==> src/rtl/piso_serializer.sv <==
// Parallel-in serial-out shifter: accepts a WIDTH-bit word, emits it MSB- or
// LSB-first one bit per cycle, with seamless back-to-back words on the last bit.
module piso_serializer #(
  parameter int WIDTH = 8
) (
  input  logic             clk,
  input  logic             reset,
  input  logic             load,
  input  logic [WIDTH-1:0] din,
  input  logic             sl,
  input  logic             sr,
  output logic             ready,
  output logic             dout,
  output logic             dout_valid,
  output logic             done,
  output logic             state_dbg
);

  localparam int CW = $clog2(WIDTH + 1);

  typedef enum logic {IDLE = 1'b0, SHIFT = 1'b1} state_t;

  state_t           state_q, state_d;
  logic [WIDTH-1:0] sh_q, sh_d;
  logic [CW-1:0]    cnt_q, cnt_d;
  logic             msb_q, msb_d;
  logic             dout_q, dout_d;
  logic             last;
  logic             accept;

  // Handshake: a word is taken on a rising edge where load && ready; ready is
  // high in IDLE and during the cycle that carries the last bit of a word.
  assign last       = (state_q == SHIFT) && (cnt_q == CW'(WIDTH));
  assign ready      = (state_q == IDLE) || last;
  assign accept     = load && ready;
  assign dout       = dout_q;
  assign dout_valid = (state_q == SHIFT);
  assign done       = last;
  assign state_dbg  = state_q;

  always_ff @(posedge clk or negedge reset) begin
    if (!reset) begin
      state_q <= IDLE;
      sh_q    <= '0;
      cnt_q   <= '0;
      msb_q   <= 1'b0;
      dout_q  <= 1'b0;
    end else begin
      state_q <= state_d;
      sh_q    <= sh_d;
      cnt_q   <= cnt_d;
      msb_q   <= msb_d;
      dout_q  <= dout_d;
    end
  end

  // sh_q holds only the bits not yet emitted; cnt_q counts bits already on dout.
  always_comb begin
    state_d = state_q;
    sh_d    = sh_q;
    cnt_d   = cnt_q;
    msb_d   = msb_q;
    dout_d  = dout_q;
    if (accept) begin
      state_d = SHIFT;
      msb_d   = sl | ~sr;
      dout_d  = msb_d ? din[WIDTH-1] : din[0];
      sh_d    = msb_d ? (din << 1) : (din >> 1);
      cnt_d   = CW'(1);
    end else if (state_q == SHIFT) begin
      if (last) begin
        state_d = IDLE;
        sh_d    = '0;
        cnt_d   = '0;
        dout_d  = 1'b0;
      end else begin
        dout_d = msb_q ? sh_q[WIDTH-1] : sh_q[0];
        sh_d   = msb_q ? (sh_q << 1) : (sh_q >> 1);
        cnt_d  = cnt_q + CW'(1);
      end
    end
  end

endmodule

==> config.mk <==
export PLATFORM = sky130hd
export DESIGN_NAME = piso_serializer
export DESIGN_NICKNAME = d
export VERILOG_FILES = /design/src/rtl/piso_serializer.sv
export SDC_FILE = /design/constraint.sdc
export NUM_CORES = 1
export LEC_CHECK = 0
export ABC_CLOCK_PERIOD_IN_PS = 3360
export BUFFER_PORTS_ARGS = -buffer_cell sky130_fd_sc_hd__buf_2
export CORE_UTILIZATION = 55
export CTS_CLUSTER_SIZE = 20
export DETAILED_ROUTE_END_ITERATION = 16
export PLACE_DENSITY = 0.82
export RECOVER_POWER = 25
export SYNTH_ARGS = -nofsm -noshare
export SYNTH_HDL_FRONTEND = slang
export SYNTH_SLANG_ARGS = --single-unit
==> constraint.sdc <==
create_clock -name clk -period 3.36 [get_ports clk]
set_input_delay 1.008 -clock clk [delete_from_list [all_inputs] [get_ports clk]]
set_output_delay 1.008 -clock clk [all_outputs]
set_load 0.03 [all_outputs]
# Word level (Yosys, flattened, before mapping)
# Index checks and enable logic that the tools add are counted.
word_totals:
  in_bits: 13
  latchBits: 0
  register_bits: 15
  elab_cells: 30
  ram_bits: 0
  n_memories: 0
  rom_bits: 0
classes:
  shift: 0
  add_sub_neg: 1
  bitwise_logic: 3
  n_reduce_logical: 4
  n_mux: 16
  n_mul: 0
  div_mod_pow: 0
  eq_ne: 1
  magnitude_cmp: 0
ops:
  columns: ["operator", "n"]
  rows:
  - ["8-bit two-way mux", 5]
  - ["4-bit two-way mux", 3]
  - ["1-bit two-way mux", 8]
  - ["4-bit by 1-bit adder with 4-bit output (second input constant)", 1]
  - ["4-bit equality test (second input constant)", 1]
  - ["1-bit logical AND", 2]
  - ["1-bit NOT", 2]
  - ["2-bit nonzero test", 1]
  - ["1-bit logical OR", 1]
  - ["1-bit OR", 1]

# Longest topological paths before layout
# Gate-level depths: netlist of run 1.
depth:
  depth_word: 5
  mapped_depth: 7

# Worst setup path after synthesis of run 1
# Ideal clock, no wire load.
synth_path:
  kind: "flip-flop to output port"
  from: "register cnt_q[0]"
  to: "output port done"
  arrival_ns: 1.123
  path_slack_ns: 1.229
  required_time_ns: 2.352
  path_stages_with_launch: 5
  cell_sequence: "dfrtp_1 -> inv_1 -> ha_1 -> and3b_1 -> and2_1"
synth_via:
  elab_chain_cells: 2
synth_lines:
  columns: ["item", "line", "source"]
  rows:
  - ["start: declaration", "25", "logic [CW-1:0] cnt_q, cnt_d;"]
  - ["start signal: assignment", "51", "cnt_q <= cnt_d;"]
  - ["4-bit equality test", "33", "assign last = (state_q == SHIFT) && (cnt_q == CW'(WIDTH));"]
  - ["1-bit logical AND", "33", null]
  - ["end: declaration", "15", "output logic done,"]
# Every way passes these cells.

# Worst setup path after layout of run 1
layout_path:
  from: "register cnt_q[0]"
  to: "output port ready"
layout_via:
  elab_chain_cells: 3
layout_lines:
  columns: ["item", "line", "source"]
  rows:
  - ["4-bit equality test", "33", null]
  - ["1-bit logical AND", "33", null]
  - ["1-bit logical OR", "34", "assign ready = (state_q == IDLE) || last;"]
  - ["end: declaration", "12", "output logic ready,"]
# Every way passes these cells.

==> impl_summary.md, run 1 <==
Final layout
The commonest non-fill, non-tap cell in the layout is sky130_fd_sc_hd__buf_2. Compared with the post-synthesis result, the final layout area differs by 9.677%. The register cell area after layout is roughly 380 um^2. The repair_antennas step left the layout with diodes totalling 0. The post-route cell area is between 1000 and 1500 um^2. After the last flow step, the layout net total stands at 125. Of the cells placed in the final design, the portion with a size suffix greater than 1 is 0.2018.

In the layout the commonest cells are sky130_fd_sc_hd__buf_2, sky130_fd_sc_hd__dfrtp_1, sky130_fd_sc_hd__mux2i_1. The multi-input logic area is about 500 um^2. The layout has 127 filler cells.

Place
The placed cell area is between 900 and 1000 um^2. The total half-perimeter wirelength after legalization and detailed placement is approximately 1400 um. The count of buffers added on input and output ports is 17. Routability-driven placement finished with a final weighted congestion of 0.8275. The worst slack at placement is around 1100 ps.

Yosys
The net count after synthesis is 110. The compound-gate portion of the synthesized area is 0.1962. By area the synthesized netlist is led by sky130_fd_sc_hd__dfrtp_1, sky130_fd_sc_hd__mux2i_1, sky130_fd_sc_hd__a211o_1. The gate count after technology mapping is 95. The part of the Yosys area used for sequential elements is 0.4032. Of the post-synthesis cell area, the dominant cell type holds 0.4032. The mean area per synthesized cell is 9.799 um^2.

The multiplexer share of the synthesized area is 0.1626. Yosys printed 0 warnings. Of the total synthesized cell area, the portion taken by XOR and XNOR cells is 0.009409. The post-synthesis share of cell area spent on full adders, half adders and majority gates is 0.02688. The synthesized netlist contains 29 unique library cells. The synthesized design spends more area on one cell type than any other, namely sky130_fd_sc_hd__dfrtp_1. The synthesized netlist occupies a cell area of 930.9 um^2. The combinational family with the most area after synthesis is compound AO/OA/AOI/OAI gates. Of the total synthesized cell area, the portion taken by AND, OR, NAND and NOR gates is 0.1465. The number of flip-flops and latches in the synthesized netlist is 15.

Hold path
The tightest min-delay check is of the flop to flop type.

Routing
Wires add up to 2003 um. The routed layout has a little under 800 vias. After detailed routing, the average wire length per cell comes to 16.02 um. After detailed routing, the number of remaining DRC violations is 0.

The number of search-and-repair iterations in the first detailed-routing pass is 4. Dividing the detail-routed via count by the number of cells gives 6.320. The DRC violation total after the first TritonRoute iteration is 26. Once detail routing completed, the nets flagged for antenna violations numbered 0.

Global route
Entering global routing, the biggest net connects 16 pins. The first global-routing pass estimated about 3300 um of wire. The initial antenna violation count was 0. The total overflow left after global routing is 0.

The all-layer global routing usage is 0.2542. The number of global-route vias before repair is 730.

STA
The post-layout minimum cycle time is about 2700 ps. The hold violation total from the final report is 0. Setup total negative slack on the finished layout was measured at 0 ps. Derived from the worst setup path, the maximum achievable clock frequency is 0.3764 GHz. The final count of negative-setup-slack endpoints is 0. Setup repair after global routing left no endpoint under its margin. Of the available clock period, the critical path in the final layout requires 0.7906. The final count of pins violating max slew was 0. Setup slack closes at slightly above 700 ps.

Measured against its own limit, the worst slew margin works out to 0.4573. The worst clock skew on the final layout is around 3.7 ps. The worst-margin pin slew is 814.1 ps.

Worst setup path
The endpoint kind of the worst setup timing path is an output port. In this design, the largest share of critical-path delay is due to simple AND/OR/NAND/NOR gates. The delay of the slowest cell on the worst path is 410 ps.

The signal on the critical path passes through inv_1 > ha_1 > and3b_1 > nand2b_4 > buf_2. Together, buffers and inverters on the worst path number 2. The data arrival time of the critical path is 1650 ps. STA puts the critical path data required time at 2350 ps. The setup path with the least slack is of type flop to output port. The kind of start point of the critical path is a flop. The cell at the slowest stage of the critical path is sky130_fd_sc_hd__dfrtp_1. The worst-path maximum fanout is 13.

Clock tree
The root buffer cell is sky130_fd_sc_hd__clkbuf_4. The number of gates resized after CTS was 0. The number of hold buffers added after cts is 0.

The total CTS buffers is 3. In this run the number of H-tree levels came out at 1. The clock tree from TritonCTS is yes. The source-to-sink clock delay at the later pin of the worst-skew pair is approximately 290 ps. The count of buffers added by post-CTS timing repair for setup is 0. The maximum count of clock buffers along a single path is 2.

The clock edge transition at the registers on the reported setup and hold paths is 90 ps. The TritonCTS sink count is 15.

Power
The share of total power in sequential cells is 0.442. The switching power is 0.3027 mW. The final total power is 0.7585 mW.

The largest vdd supply drop is around 0.00044 V. The internal portion of total power is around 0.46 mW. Summed over all cells, the static leakage comes to a little under 0.6 nW.

The switching share of power is 0.3991. Of the total power, combinational logic draws 0.417. The clock share of power is 0.141.

For this design the ratio of total power to cell area is 742.9 nW/um^2.

Floorplan
The number of placed I/O pins is 18. The floorplan die height is 43.14 um. The floorplan step defined a die boundary enclosing 1861 um^2. For this configuration, the core starts out at a cell density of 0.6039. The total area inside the core boundary comes to 1541 um^2. The chip width is roughly 43 um. The floorplan row count is 14.

Flow run
The number of maximum-capacitance violations is 0.

Outcome
The flow ran to the end, and the final reports show no timing, DRC or antenna violations.
## kinds of logic after synthesis
| logic type | Yosys count |
|---|---|
| compound gates | 27 |
| flops | 15 |
| xor+xnor | 1 |
| buf+inv | 10 |
| simple gates | 25 |
| mux | 15 |
| fa+ha+maj | 2 |
## per-stage QoR
stage	utilization	hold slack [ps]	instances
finish	0.6623	508.8	125
global route	0.6623	542.6	125
CTS	0.6631	517.7	125
detailed placement	0.6461	488.4	121
global placement	0.6461	479.0	121
floorplan	-	471.8	95
## synth_stat cells
cell,instances
sky130_fd_sc_hd__a32o_1,1
sky130_fd_sc_hd__buf_2,2
sky130_fd_sc_hd__nand4_1,1
sky130_fd_sc_hd__mux2i_1,14
sky130_fd_sc_hd__and2_1,1
sky130_fd_sc_hd__clkbuf_1,3
sky130_fd_sc_hd__or3b_1,1
sky130_fd_sc_hd__a31oi_1,2
sky130_fd_sc_hd__buf_4,1
sky130_fd_sc_hd__o21ai_0,1
sky130_fd_sc_hd__buf_6,1
sky130_fd_sc_hd__and3_1,2
sky130_fd_sc_hd__ha_1,2
sky130_fd_sc_hd__a22o_1,1
sky130_fd_sc_hd__xnor2_1,1
sky130_fd_sc_hd__nor2_1,8
sky130_fd_sc_hd__a21o_1,1
sky130_fd_sc_hd__o221ai_1,2
sky130_fd_sc_hd__mux2_2,1
sky130_fd_sc_hd__a21oi_1,12
sky130_fd_sc_hd__nand2_1,6
sky130_fd_sc_hd__or3b_2,1
sky130_fd_sc_hd__dfrtp_1,15
sky130_fd_sc_hd__nor2b_1,1
sky130_fd_sc_hd__and3b_1,1
sky130_fd_sc_hd__a211o_1,7
sky130_fd_sc_hd__inv_1,3
sky130_fd_sc_hd__nand2b_1,2
sky130_fd_sc_hd__nand2b_4,1
## layout make-up
class / count / share of cell area
Multi-Input combinational cell: 70 / 0.4939
Sequential cell: 15 / 0.3676
Timing Repair Buffer: 17 / 0.08211
Clock buffer: 4 / 0.02574
Tap cell: 16 / 0.01961
Inverter: 3 / 0.01103
## power by group through the flow
stage | clock [mW] | sequential [mW] | combinational [mW]
finish | 0.107 | 0.335 | 0.316
detailed placement | 0 | 0.337 | 0.311
global route | 0.114 | 0.345 | 0.350
CTS | 0.108 | 0.333 | 0.315
floorplan | 0 | 0.309 | 0.277
global placement | 0 | 0.331 | 0.308
## layer usage
| layer | track usage | wire [um] |
|---|---|---|
| met1 | 0.3434 | 953 |
| met2 | 0.3701 | 891 |
| met3 | 0.05532 | 100 |
| met4 | 0.1515 | 58 |
| met5 | 0 | 0 |
## worst paths after layout
check | start | end | slack (ps) | cells past startpoint
max in group asynchronous | reset | sh_q[5] | 2080 | 1
min in group asynchronous | reset | sh_q[7] | 770 | 1
setup / recovery | cnt_q[0] | ready | 700 | 5
setup reg to reg | cnt_q[0] | sh_q[2] | 1640 | 6
hold reg to reg | dout | dout | 510 | 1
hold / removal | dout | dout | 510 | 1
## state kept, by name, indices dropped and copies added, names as in the netlist
register / flops
cnt_q: 4
dout_valid: 1
sh_q: 8
dout: 1
msb_q: 1
Note: power is estimated with default switching activity, not from simulation.
==> run 2, diff against run 1 <==
--- a/config.mk
+++ b/config.mk
@@ -5,12 +5,12 @@
 export SDC_FILE = /design/constraint.sdc
 export NUM_CORES = 1
 export LEC_CHECK = 0
-export ABC_CLOCK_PERIOD_IN_PS = 3360
+export ABC_CLOCK_PERIOD_IN_PS = 2300
 export BUFFER_PORTS_ARGS = -buffer_cell sky130_fd_sc_hd__buf_2
-export CORE_UTILIZATION = 55
+export CORE_UTILIZATION = 48
 export CTS_CLUSTER_SIZE = 20
 export DETAILED_ROUTE_END_ITERATION = 16
-export PLACE_DENSITY = 0.82
+export PLACE_DENSITY = 0.77
 export RECOVER_POWER = 25
 export SYNTH_ARGS = -nofsm -noshare
 export SYNTH_HDL_FRONTEND = slang
==> constraint.sdc (replaced) <==
create_clock -name clk -period 2.3 [get_ports clk]
set_input_delay 0.69 -clock clk [delete_from_list [all_inputs] [get_ports clk]]
set_output_delay 0.69 -clock clk [all_outputs]
set_load 0.03 [all_outputs]
==> run 2 against run 1 <==
Net effect:
- combinational power is 60% higher
- cell area is 4.2% higher
- clock-buffer cell count is 1 lower
- sequential cell count stayed put
- critical path type unchanged
- utilization is 6.0 points lower
- die area is 14% higher
==> impl_summary.md, run 2 (synthesized netlist as in run 1, its figures left out) <==
Routing
The number of routed nets with antenna violations is 0. The number of search-and-repair iterations in the first detailed-routing pass is 4. The number of vias per cell after detailed routing is between 5 and 6. Detailed routing inserted a total of about 800 vias. Wires add up to 2145 um. The detailed-route wire length per cell is ~16 um. After detailed routing, the number of remaining DRC violations is 0. The detailed router finished its first iteration with 13 violations.

STA
The tightest hold path in the finished design has a slack of 455.5 ps. Headroom to the max-slew limit came out at 0.4566. The share of the clock period used by the worst path is 0.9657.

The upper clock frequency limit is 0.4502 GHz. The hold violation total from the final report was 0. Setup violations remaining at the end of the flow were counted as 0. For the final database, setup skew stands at 9.779 ps. After routing, the total negative slack on setup checks comes to 0 ps. The worst-margin pin slew is 815.1 ps.

The final count of pins violating max slew came to 0. The smallest clock period supported by the final layout is computed as 2221 ps.

Clock tree
The source-to-sink clock delay at the later pin of the worst-skew pair is 290 ps. CTS saw 15 sinks. The longest clock path from root to sink contains 2 buffers. Clock tree synthesis inserted a total of 3 buffers. Clock tree synthesis selected as its root buffer the cell sky130_fd_sc_hd__clkbuf_4.

After clock tree synthesis, the clock-pin slew on the worst setup and hold paths is 100 ps. The clock tree from TritonCTS is yes. In this run the number of H-tree levels came out at 1.

Final layout
After routing the design area is 1064 um^2. The total inserted antenna cells is 0. More flip-flops sit in one register than any other, and that register is sh_q. The sequential cells in the finished layout cover a total of 375.4 um^2. The largest registers in the layout are sh_q x8, cnt_q x4. The flip-flop count of the largest register, all copies and words added is 8. The library cells used most frequently in the layout, excluding fill and tap cells, are sky130_fd_sc_hd__dfrtp_1, sky130_fd_sc_hd__buf_2, sky130_fd_sc_hd__mux2i_1. The final-layout fill cell count is 156. After the last flow step, the layout net total stands at ~130. In the final layout, the multi-input gates occupy approximately 500 um^2. The finished layout holds 137 standard cells, fillers aside. The ratio of cells with drive above 1 in the final layout is 0.2411. The relative area change from synthesis to final layout is 14.25%.

Place
After detailed placement, the design holds a cell count of 131. Summed over all nets, the half-perimeter wirelength after detailed placement is 1621 um. The placed cell area is between 1000 and 1500 um^2. The placer congestion estimate is 0.7758. The number of buffer cells added on primary ports is 17.

Global route
The pin count of the biggest net entering global routing is 16. The first global-routing pass estimated between 3000 and 4000 um of wire. For this run the aggregate overflow at the end of global routing stands at 0.

For this run, the total global-route usage over all layers was measured as 0.2374. The initial antenna violation count is 0. The number of global-route vias before repair was 715.

Outcome
The flow ran to the end, and the final reports show no timing, DRC or antenna violations.

Worst setup path
The kind of critical path is flop to output port. Across all register-to-register paths, the minimum setup slack is about 480 ps. The worst reg2reg path startpoint is cnt_q[0].

The critical path contains buffers and inverters numbering 2 combined. The cell family contributing the most delay on the critical path is simple AND/OR/NAND/NOR gates. The kind of start point of the critical path is a flop. The number of cells on the critical path is 5. The worst flop-to-flop path endpoint is sh_q[0]. Measured in cells, the most critical reg-to-reg path has a length of 7.

The critical path goes through inv_1 > ha_1 > and3b_2 > nand2b_4 > buf_6. The worst-path maximum fanout is 6. The launch point of the critical path is cnt_q[0]. The endpoint kind of the worst setup timing path is an output port. The worst setup path endpoint is ready. The delay of the slowest cell on the worst path is 380 ps. The data arrival time of the critical path is 1530 ps. The cell at the slowest stage of the critical path is sky130_fd_sc_hd__dfrtp_1. The data required time at the worst endpoint is around 1600 ps.

Power
The leakage power is 0.6055 nW. IR analysis of the VDD net gives a maximum drop of 0.0007233 V. The total power per unit cell area is 1081 nW/um^2.

Floorplan
The core footprint is between 1500 and 2000 um^2. Row generation in the floorplan step produced 15 rows. The floorplan die height is 46.04 um. From left edge to right edge, the die measures 46.04 um. The die outline area is 2120 um^2. The starting density of the core is 0.5277. The number of placed I/O pins is 18.

Flow run
The number of maximum-capacitance violations is 0.

Hold path
In this run the worst hold path is classified as primary input to asynchronous set/reset pin.
-- run 2: metrics by stage --
step                      utilization  setup WS, ps  power [mW]
after floorplan                     -         487.5      0.8556
after global placement         0.5752         345.9      0.9352
after detailed placement       0.5752         291.7      0.9719
after CTS                      0.5922         11.68       1.127
after global routing           0.6028        -1.653       1.228
final                          0.6028         78.80       1.150
-- run 2: worst register-to-register path, stage by stage, from the launching register on --
cell                       delay, ps
sky130_fd_sc_hd__dfrtp_1         380
sky130_fd_sc_hd__inv_1            80
sky130_fd_sc_hd__ha_1            220
sky130_fd_sc_hd__and3b_2         240
sky130_fd_sc_hd__nand2b_4        180
sky130_fd_sc_hd__buf_4           180
sky130_fd_sc_hd__or3b_1          370
sky130_fd_sc_hd__o221ai_1         90
-- run 2: area by class of cell --
| cell class | instances | area share |
|---|---|---|
| Inverter | 3 | 0.01059 |
| Sequential cell | 15 | 0.3529 |
| Tap cell | 25 | 0.02941 |
| Multi-Input combinational cell | 70 | 0.4753 |
| Clock buffer | 3 | 0.02118 |
| Timing Repair Buffer | 20 | 0.1059 |
| Clock inverter | 1 | 0.004706 |
-- run 2: layer usage --
layer | vias to the layer above | wire length, um | share of wire | GRT usage
li1 | 382 | - | - | -
met1 | 393 | 922 | 0.43 | 0.3142
met2 | 17 | 1125 | 0.52 | 0.3859
met3 | 4 | 59 | 0.028 | 0.02381
met4 | 0 | 38 | 0.018 | 0.1118
met5 | - | 0 | 0 | 0
-- run 2: timing repair --
action                     CTS  global route
resized for setup            1             2
setup endpoints to repair    1             2
hold buffers                 0             0
setup buffers                0             2
-- run 2: worst min-delay path by stage --
stage	endpoint	slack (ps)	start
floorplan	cnt_q[0]	390	reset
global placement	dout	480	dout
detailed placement	dout	480	dout
CTS	sh_q[2]	290	reset
global route	sh_q[2]	530	reset
finish	sh_q[2]	460	reset
-- run 2: where the power goes --
part	internal [mW]	switching (mW)	total, mW
Sequential	0.364	0.125	0.489
Clock	0.0647	0.0895	0.154
Combinational	0.260	0.246	0.507
Total	0.689	0.461	1.15
==> run 3, diff against run 2 <==
==> constraint.sdc (replaced) <==
create_clock -name clk -period 2.3 [get_ports clk]
set_input_delay 0.69 -clock clk [delete_from_list [all_inputs] [get_ports clk]]
set_output_delay 0.69 -clock clk [all_outputs]
set_load 0.005 [all_outputs]
==> run 3 against run 2 <==
Net effect:
- final cell count is 0.73% lower
- die area unchanged
- via count down 1.5%
- clock skew shrank 6.2 ps
- global-route usage decreased by 2.9 points
- clock power barely moved
- critical path depth is the same
- sequential share of layout area up 0.55 points
- utilization down 0.92 points
- wire length fell by 5.9%
==> impl_summary.md, run 3 (synthesized netlist as in run 1, its figures left out) <==
Worst setup path
Across all register-to-register paths, the minimum setup slack is 550 ps. The delay of the slowest cell on the worst path is about 370 ps. Among all stages on the critical path, the largest delay is contributed by sky130_fd_sc_hd__dfrtp_1. The worst register-to-register path begins at cnt_q[0]. Counting both buffers and inverters, the worst setup path holds a total of 2.

The depth of the worst register-to-register path is 7. The endpoint kind of the worst setup timing path is an output port. The worst setup path is launched from a flop. Along the worst path, the maximum fanout reaches 5. For the worst setup path, the data arrival time is between 1000 and 1500 ps.

Data on the critical path is required at its endpoint by 1610 ps. Tracing the worst setup path back leads to its startpoint at cnt_q[0]. The critical path goes through inv_1 > ha_1 > and3b_1 > nand2b_4 > buf_2. By startpoint and endpoint, the worst setup path is classified as flop to output port. The cell family contributing the most delay on the critical path is flip-flops.

The worst flop-to-flop path endpoint is sh_q[0].

Final layout
The largest registers in the layout are sh_q x8, cnt_q x4. Leaving out fill and tap cells, the most frequent cells in the layout are sky130_fd_sc_hd__buf_2, sky130_fd_sc_hd__dfrtp_1, sky130_fd_sc_hd__mux2i_1. The net count of the finished layout is 127. The register with the most flip-flops in the layout has 8 of them.

Of the cells placed in the final design, the portion with a size suffix greater than 1 is 0.2162. The register ranked first by flip-flop count is sh_q. 0 antenna diodes ended up in the layout.

Fill cells in the final layout number between 150 and 200. The library cell used most frequently in the layout, excluding fill and tap cells, is sky130_fd_sc_hd__buf_2. The relative area change from synthesis to final layout is 12.50%.

Routing
The detailed router finished its first iteration with 23 violations. The final route contains between 700 and 800 vias. The count of nets left with antenna violations once routing finished came out at 0. After detailed routing, the total wire length is roughly 2000 um.

The number of vias per cell after detailed routing is 5.765. The number of search-and-repair iterations in the first detailed-routing pass is 4. In the routed design, unresolved DRC markers number 0. After detailed routing, the average wire length per cell comes to 14.84 um.

STA
The worst clock skew on the final layout is 3.591 ps. The headroom to the max-slew limit is 0.4578. Dividing the final minimum period by the clock period gives 0.9374. The final count of negative-setup-slack endpoints is 0. Static timing analysis puts the maximum clock frequency at 0.4638 GHz. Setup slack on the critical path of the routed design comes to 144.0 ps. Setup repair after global routing left no endpoint under its margin.

The final count of pins violating max slew is 0. Summed over all failing endpoints, the final setup total negative slack is 0 ps. The smallest clock period supported by the final layout is computed as roughly 2200 ps. The hold violation total from the final report is 0. At the pin with the least slew margin, the transition time is 813.2 ps.

Global route
The initial antenna violation count is 0. The number of global-route vias before repair came to 696. The first global-routing pass estimated 2953 um of wire. Summed over all layers, the global routing overflow is 0.

The all-layer global routing usage is 0.2085. The pin count of the biggest net entering global routing is 16.

Floorplan
The chip width is 46.04 um. The die covers 2120 um^2. The floorplan row count is 15.

The floorplan die height is 46.04 um. For this configuration, the core starts out at a cell density of 0.5277. For this design the top-level I/O count stands at 18. The region available for standard cell placement spans roughly 1800 um^2.

Clock tree
The TritonCTS sink count is 15. The root buffer cell is sky130_fd_sc_hd__clkbuf_4. The CTS H-tree depth is 1. No sink is reached through more buffers than the 2 on the longest clock path. Clock latency on the worst-skew pair, taken at its later pin, is 290 ps.

Buffers inserted to repair hold after CTS numbered 0. The clock tree from TritonCTS is yes. The post-cts repair resize count is 0. The clock edge transition at the registers on the reported setup and hold paths is 90 ps.

Buffers inserted during clock tree synthesis total 3.

Place
The placer congestion estimate is 0.8052. Before CTS, the worst setup slack after placement is around 390 ps. The number of buffer cells added on primary ports is 17.

The total half-perimeter wirelength after legalization and detailed placement is 1510 um.

Power
The leakage power is about 0.6 nW. The total power per unit cell area is ~1000 nW/um^2. The largest vdd supply drop is between 0.0006 and 0.0007 V.

Hold path
The worst hold path belongs to the class primary input to asynchronous set/reset pin.

Outcome
The run finished with clean final reports.

Flow run
The number of maximum-capacitance violations is 0.
## run 3: layout make-up
cell class,instances,area [um^2],share of cell area
clock buffer,4,26.28,0.02509
inverter,3,11.26,0.01075
multi-input combinational,70,504.2,0.4815
sequential,15,375.4,0.3584
tap,25,31.28,0.02987
timing repair buffer,19,98.84,0.09439
## run 3: worst max path at each step
stage / to / depth (start not counted)
after floorplan: ready / 5
after detailed placement: dout / 5
final: ready / 5
after global routing: ready / 5
after CTS: ready / 5
after global placement: dout / 5
## run 3: metrics by stage
step / std cells / utilization / power (mW) / cell area, um^2 / hold slack, ps
final: 136 / 0.5936 / 1.076 / 1047 / 456.8
after global routing: 136 / 0.5936 / 1.158 / 1047 / 506.8
after CTS: 134 / 0.5858 / 1.061 / 1033 / 293.2
after detailed placement: 130 / 0.5709 / 0.9097 / 1007 / 506.0
after global placement: 130 / 0.5709 / 0.8870 / 1007 / 504.8
after floorplan: 95 / - / 0.8122 / 930.9 / 394.4
## run 3: worst reg2reg max path, stage by stage, from the launching register on
cell and delay (ps):
sky130_fd_sc_hd__dfrtp_1 370, sky130_fd_sc_hd__inv_1 70, sky130_fd_sc_hd__ha_1 210, sky130_fd_sc_hd__and3b_1 210
sky130_fd_sc_hd__nand2b_4 160, sky130_fd_sc_hd__buf_4 180, sky130_fd_sc_hd__or3b_1 370, sky130_fd_sc_hd__o221ai_1 70
## run 3: per-layer routing
layer / global-route usage / share of wire / up-vias
li1: - / - / 379
met1: 0.2562 / 0.47 / 381
met5: 0 / 0 / -
met4: 0.09412 / 0.013 / 0
met3: 0.05952 / 0.032 / 4
met2: 0.3352 / 0.49 / 20
## run 3: timing repair
item | in CTS | in global routing
endpoints found under the hold margin | 0 | 0
setup buffers | 0 | 2
endpoints found under the setup margin | 0 | 1
## run 3: where the power goes
part           total [mW]  internal, mW  switching [mW]
clock network       0.154        0.0675          0.0863
registers           0.487         0.364           0.123
logic               0.435         0.248           0.187
